===== src/rtl/sdram_port_arbiter.sv =====
// Round-robin arbiter sharing one SDRAM Avalon-MM master among NUM_REQ requesters.
// One transaction in flight; a per-slot lock keeps the grant across multi-word bursts.
module sdram_port_arbiter #(
  parameter int NUM_REQ = 4,
  parameter int ADDR_W  = 32,
  parameter int DATA_W  = 32
) (
  input  logic                      clk,
  input  logic                      rst_n,
  input  logic [NUM_REQ*ADDR_W-1:0] r_address,
  input  logic [NUM_REQ-1:0]        r_read,
  input  logic [NUM_REQ-1:0]        r_write,
  input  logic [NUM_REQ*DATA_W-1:0] r_writedata,
  input  logic [NUM_REQ-1:0]        r_lock,
  output logic [NUM_REQ-1:0]        r_waitrequest,
  output logic [DATA_W-1:0]         r_readdata,
  output logic [NUM_REQ-1:0]        r_readdatavalid,
  input  logic                      master_waitrequest,
  output logic [ADDR_W-1:0]         master_address,
  output logic                      master_read,
  output logic                      master_write,
  output logic [DATA_W-1:0]         master_writedata,
  input  logic [DATA_W-1:0]         master_readdata,
  input  logic                      master_readdatavalid
);

  localparam int GW = (NUM_REQ > 1) ? $clog2(NUM_REQ) : 1;

  typedef enum logic [1:0] {IDLE, BUSY, WAIT_RD, LOCKED} state_t;

  state_t              state;
  logic [GW-1:0]       grant;
  logic [GW-1:0]       last;
  logic [NUM_REQ-1:0]  req;
  logic [GW-1:0]       pick;
  logic [GW-1:0]       idx;
  logic                pick_vld;
  logic                busy;
  logic [ADDR_W-1:0]   g_addr;
  logic [DATA_W-1:0]   g_wdata;
  logic                g_read;
  logic                g_write;
  logic                g_lock;
  logic                g_req;

  assign req = r_read | r_write;

  // Search starts just after the last served slot; descending k lets the nearest one win.
  always_comb begin
    pick     = '0;
    pick_vld = 1'b0;
    idx      = '0;
    for (int k = NUM_REQ; k >= 1; k--) begin
      idx = GW'((int'(last) + k) % NUM_REQ);
      if (req[idx]) begin
        pick     = idx;
        pick_vld = 1'b1;
      end
    end
  end

  assign g_addr  = r_address[int'(grant)*ADDR_W +: ADDR_W];
  assign g_wdata = r_writedata[int'(grant)*DATA_W +: DATA_W];
  assign g_read  = r_read[grant];
  assign g_write = r_write[grant];
  assign g_lock  = r_lock[grant];
  assign g_req   = g_read | g_write;
  assign busy    = (state == BUSY);

  // Write takes priority if a requester raises both strobes.
  assign master_write     = busy & g_write;
  assign master_read      = busy & g_read & ~g_write;
  assign master_address   = busy ? g_addr  : '0;
  assign master_writedata = busy ? g_wdata : '0;
  assign r_readdata       = master_readdata;

  always_comb begin
    r_waitrequest = '1;
    if (busy) r_waitrequest[grant] = master_waitrequest;
  end

  // Responses outside WAIT_RD are stale or spurious and never reach a requester.
  always_comb begin
    r_readdatavalid = '0;
    if (state == WAIT_RD && master_readdatavalid) r_readdatavalid[grant] = 1'b1;
  end

  always_ff @(posedge clk) begin
    if (!rst_n) begin
      state <= IDLE;
      grant <= '0;
      last  <= GW'(NUM_REQ - 1);
    end else begin
      case (state)
        IDLE: begin
          if (pick_vld) begin
            grant <= pick;
            state <= BUSY;
          end
        end
        BUSY: begin
          if (!g_req) begin
            state <= IDLE;
          end else if (!master_waitrequest) begin
            last <= grant;
            if (g_write) state <= g_lock ? LOCKED : IDLE;
            else         state <= WAIT_RD;
          end
        end
        WAIT_RD: begin
          if (master_readdatavalid) state <= g_lock ? LOCKED : IDLE;
        end
        LOCKED: begin
          if (g_req)        state <= BUSY;
          else if (!g_lock) state <= IDLE;
        end
        default: state <= IDLE;
      endcase
    end
  end

endmodule


===== config.mk =====
export PLATFORM = sky130hd
export DESIGN_NAME = sdram_port_arbiter
export DESIGN_NICKNAME = d
export VERILOG_FILES = /design/src/rtl/sdram_port_arbiter.sv
export SDC_FILE = /design/constraint.sdc
export NUM_CORES = 1
export LEC_CHECK = 0
export BUFFER_PORTS_ARGS = -buffer_cell sky130_fd_sc_hd__buf_4
export CORE_AREA = 2 2 161 163
export DETAILED_ROUTE_END_ITERATION = 8
export DIE_AREA = 0 0 163 165
export PLACE_DENSITY_LB_ADDON = 0.05
export SLEW_MARGIN = 20
export SYNTH_ARGS = -nofsm -noshare
export SYNTH_HDL_FRONTEND = slang
export SYNTH_SLANG_ARGS = --single-unit

===== constraint.sdc =====
create_clock -name clk -period 2.3 [get_ports clk]
set_input_delay 0.345 -clock clk [delete_from_list [all_inputs] [get_ports clk]]
set_output_delay 0.345 -clock clk [all_outputs]
set_load 0.02 [all_outputs]

==> results_tabular.tex <==
\begin{tabular}{lr}
\hline
Metric & Value \\
\hline
\multicolumn{2}{l}{\textbf{Critical path}} \\
Arrival time at the worst endpoint & 1790 ps \\
Peak per-stage delay on the critical path & 430 ps \\
Worst path required time & 1960 ps \\
Cell with the biggest individual delay on the critical path & sky130\_fd\_sc\_hd\_\_mux4\_2 \\
Worst reg2reg path depth & 5 \\
Launching element type of the critical path & register \\
Worst Setup Path Type & register to primary output \\
Critical path cell sequence & buf\_12 > mux4\_2 > nand2b\_1 > nor2\_1 > buf\_4 \\
CP startpoint & grant[0] \\
Register-to-register path setup slack & 420 ps \\
RR Startpoint & grant[0] \\
Largest fanout of any net on the critical path & 44 \\
CP Capture Type & primary output \\
\multicolumn{2}{l}{\textbf{Floorplan}} \\
Die Area & 26900 sq um \\
Starting utilization of the core area & 11.3\% \\
Die X & 163 microns \\
Die boundary height & 165 microns \\
Placement Rows & 58 \\
Total I/O pin count & 410 \\
Placeable Area & 25000 sq um \\
\multicolumn{2}{l}{\textbf{STA}} \\
Actual slew at the worst max-slew pin & 578 ps \\
Post-route minimum period & 2130 ps \\
Setup TNS & 0 ps \\
Tcrit/Tclk final & 92.7\% \\
Smallest hold slack & 334 ps \\
Slew headroom & 61.4\% \\
Final clock skew & 0.150 ps \\
Final hold violation count & 0 \\
Unrepaired setup endpoints after global routing & false \\
Min setup slack post-route & 168 ps \\
Max-slew violation count & 0 \\
Number of setup violations in the final report & 0 \\
F\_max & 469 MHz \\
\multicolumn{2}{l}{\textbf{Power}} \\
IR Drop Worst-Case VDD & 0.257 mV \\
Total power density per cell area & 387 nW/um\^{}2 \\
Leakage power of the design & 2.43 nW \\
Total chip power & 0.00219 W \\
\multicolumn{2}{l}{\textbf{Drt}} \\
Initial detailed-routing violation count & 115 \\
Antenna violation net count after detailed routing & 0 \\
Number of remaining DRC errors & 0 \\
Via count of the routed design & 3415 \\
DRT Pass-1 Iters & 6 \\
Vias per inst & 3.86 \\
Total wirelength of the detailed-routed design & 16800 microns \\
Average wire length per cell after detail routing & 18.9 microns \\
\multicolumn{2}{l}{\textbf{Place}} \\
Placed cell area & 5580 sq um \\
Post-placement worst setup slack & 351 ps \\
Global placer's final weighted congestion & 0.762 \\
PortBufs & 345 \\
Placed wire-length estimate & 14300 microns \\
\multicolumn{2}{l}{\textbf{CTS}} \\
Clock insertion delay at the later pin of the skew report & 230 ps \\
CTS buffer count & 3 \\
Buffer type at the clock tree root & sky130\_fd\_sc\_hd\_\_clkbuf\_16 \\
Max clock buf depth & 2 \\
Count of cells resized by post-cts repair & 0 \\
Setup repair bufs after CTS & 0 \\
Clock sink count & 6 \\
TritonCTS clock tree & yes \\
Post-CTS Hold Fix Bufs & 0 \\
Number of H-tree levels & 1 \\
CTS clock-pin slew for the worst setup and hold paths & 30 ps \\
\multicolumn{2}{l}{\textbf{Layout}} \\
Ratio of cells with drive above 1 in the final layout & 76.8\% \\
Number of antenna diodes & 0 \\
Fill cell count & 2767 \\
Number of nets in the finished design & 861 \\
Final std cell area, no fill & 5650 sq um \\
Layout area overhead & 100\% \\
\multicolumn{2}{l}{\textbf{Synthesis}} \\
Net count after synthesis & 563 \\
Share of synthesized cell area in and, or, nand and nor gates & 20.7\% \\
Primary flip-flop cell chosen by synthesis mapping & sky130\_fd\_sc\_hd\_\_dfxtp\_1 \\
Synth unique cells & 39 \\
Async set-or-reset flop fraction in the synthesized netlist & 0\% \\
Count of state elements after synthesis & 6 \\
Compound-Gate Fraction of Synth Area & 6.17\% \\
Dominant combinational cell family by area after synthesis & multiplexers \\
Synthesized area & 2820 sq um \\
Instance count of the mapped netlist & 259 \\
Number of flops mapped to enable cells by yosys & 0 \\
Xor and xnor fraction of the mapped netlist area & 0\% \\
Synthesis Warnings & 0 \\
Arithmetic-cell share of the synthesized area counting full adders, half adders and majority gates & 0\% \\
Mean area per synthesized cell & 10.9 sq um \\
Post-synthesis mux area share & 55.7\% \\
Sequential share of the synthesized area & 4.26\% \\
\multicolumn{2}{l}{\textbf{Hold path}} \\
Class of the most critical hold timing path & input pin to register \\
Worst hold path cell count & 2 \\
Hold path startpoint & rst\_n \\
\multicolumn{2}{l}{\textbf{Global route}} \\
Largest net degree at the start of global routing & 45 \\
Antenna violations before repair & 0 \\
Wire length of the first global-routing pass & 23100 microns \\
Via count of the first global-routing pass & 3647 \\
GRT overflow & 0 \\
Total track usage & 11.3\% \\
\multicolumn{2}{l}{\textbf{Status}} \\
Result of the run & finished clean \\
\multicolumn{2}{l}{\textbf{Job}} \\
Max-cap violations & 0 \\
\hline
\end{tabular}
-- kinds of logic (layout without fill, tap and decap cells) --
logic type | after synthesis | in the layout
AO/OA/AOI/OAI | 23 | 23
AND/OR/NAND/NOR | 98 | 98
buffers and inverters | 59 | 355
flip-flops | 6 | 6
multiplexers | 73 | 73
-- worst max-delay path: cells and delay by family, from the launching register on --
family | cells | cell delay (ps)
buffers and inverters | 2 | 430
DFF | 1 | 360
muxes | 1 | 430
and+or+nand+nor | 2 | 320
-- placed cells by master, fill, tap and decap left out, types with 4 or more instances in the layout --
cell,n
sky130_fd_sc_hd__buf_4,347
sky130_fd_sc_hd__mux4_2,67
sky130_fd_sc_hd__nor2b_1,65
sky130_fd_sc_hd__nor2_1,8
sky130_fd_sc_hd__nand2_1,7
sky130_fd_sc_hd__buf_12,5
sky130_fd_sc_hd__nor3b_1,4
sky130_fd_sc_hd__mux2i_1,4
sky130_fd_sc_hd__o21ai_0,4
sky130_fd_sc_hd__dfxtp_1,4
-- final timing paths --
| check | to |
|---|---|
| setup / recovery | master_read |
| hold / removal | last[0] |
| hold reg to reg | last[0] |
| setup reg to reg | state[0] |
-- final cells by class --
| cell class | count | area, sq um | area share, % |
|---|---|---|---|
| Tap cell | 330 | 413 | 7.31 |
| Clock buffer | 3 | 75.1 | 1.33 |
| Multi-Input combinational cell | 194 | 2330 | 41.2 |
| Sequential cell | 6 | 128 | 2.26 |
| Timing Repair Buffer | 352 | 2710 | 47.9 |
-- sequential cells by signal (all words and copies together) (netlist names) --
register	count
grant	2
last	2
state	2
-- cell usage after synthesis (2+ instances only) --
cell	n	area share [%]
sky130_fd_sc_hd__a21oi_1	2	0.35
sky130_fd_sc_hd__buf_2	9	1.6
sky130_fd_sc_hd__buf_4	35	9.3
sky130_fd_sc_hd__clkbuf_1	13	1.7
sky130_fd_sc_hd__dfxtp_1	6	4.3
sky130_fd_sc_hd__mux2_1	2	0.80
sky130_fd_sc_hd__mux2i_1	4	1.4
sky130_fd_sc_hd__mux4_2	67	54
sky130_fd_sc_hd__nand2_1	7	0.93
sky130_fd_sc_hd__nand2b_1	2	0.44
sky130_fd_sc_hd__nand3_1	2	0.35
sky130_fd_sc_hd__nand3b_1	3	0.80
sky130_fd_sc_hd__nor2_1	8	1.1
sky130_fd_sc_hd__nor2b_1	65	14
sky130_fd_sc_hd__nor3_1	2	0.35
sky130_fd_sc_hd__nor3b_1	4	1.1
sky130_fd_sc_hd__nor4_1	2	0.44
sky130_fd_sc_hd__o21ai_0	4	0.71
sky130_fd_sc_hd__o31ai_1	2	0.53
-- metal layers --
metal	track usage [%]	vias to the layer above	wire length, microns
met5	0	-	0
met4	0.845	0	93
met3	3.04	12	1500
met2	22.1	178	9360
met1	12.8	1637	5810
li1	-	1588	-
-- per-stage QoR --
step / utilization [%] / cells
after floorplan: - / 259
after global placement: 22.3 / 882
after detailed placement: 22.3 / 882
after CTS: 22.6 / 885
after global routing: 22.6 / 885
final: 22.6 / 885
-- where the power goes --
part	switching, W	total (W)	internal [W]
Clock	0.0000568	0.000280	0.000223
Sequential	0.0000270	0.000146	0.000119
Combinational	0.000754	0.00176	0.00101
Total	0.000838	0.00219	0.00135
Power figures use the tool's default switching activity.
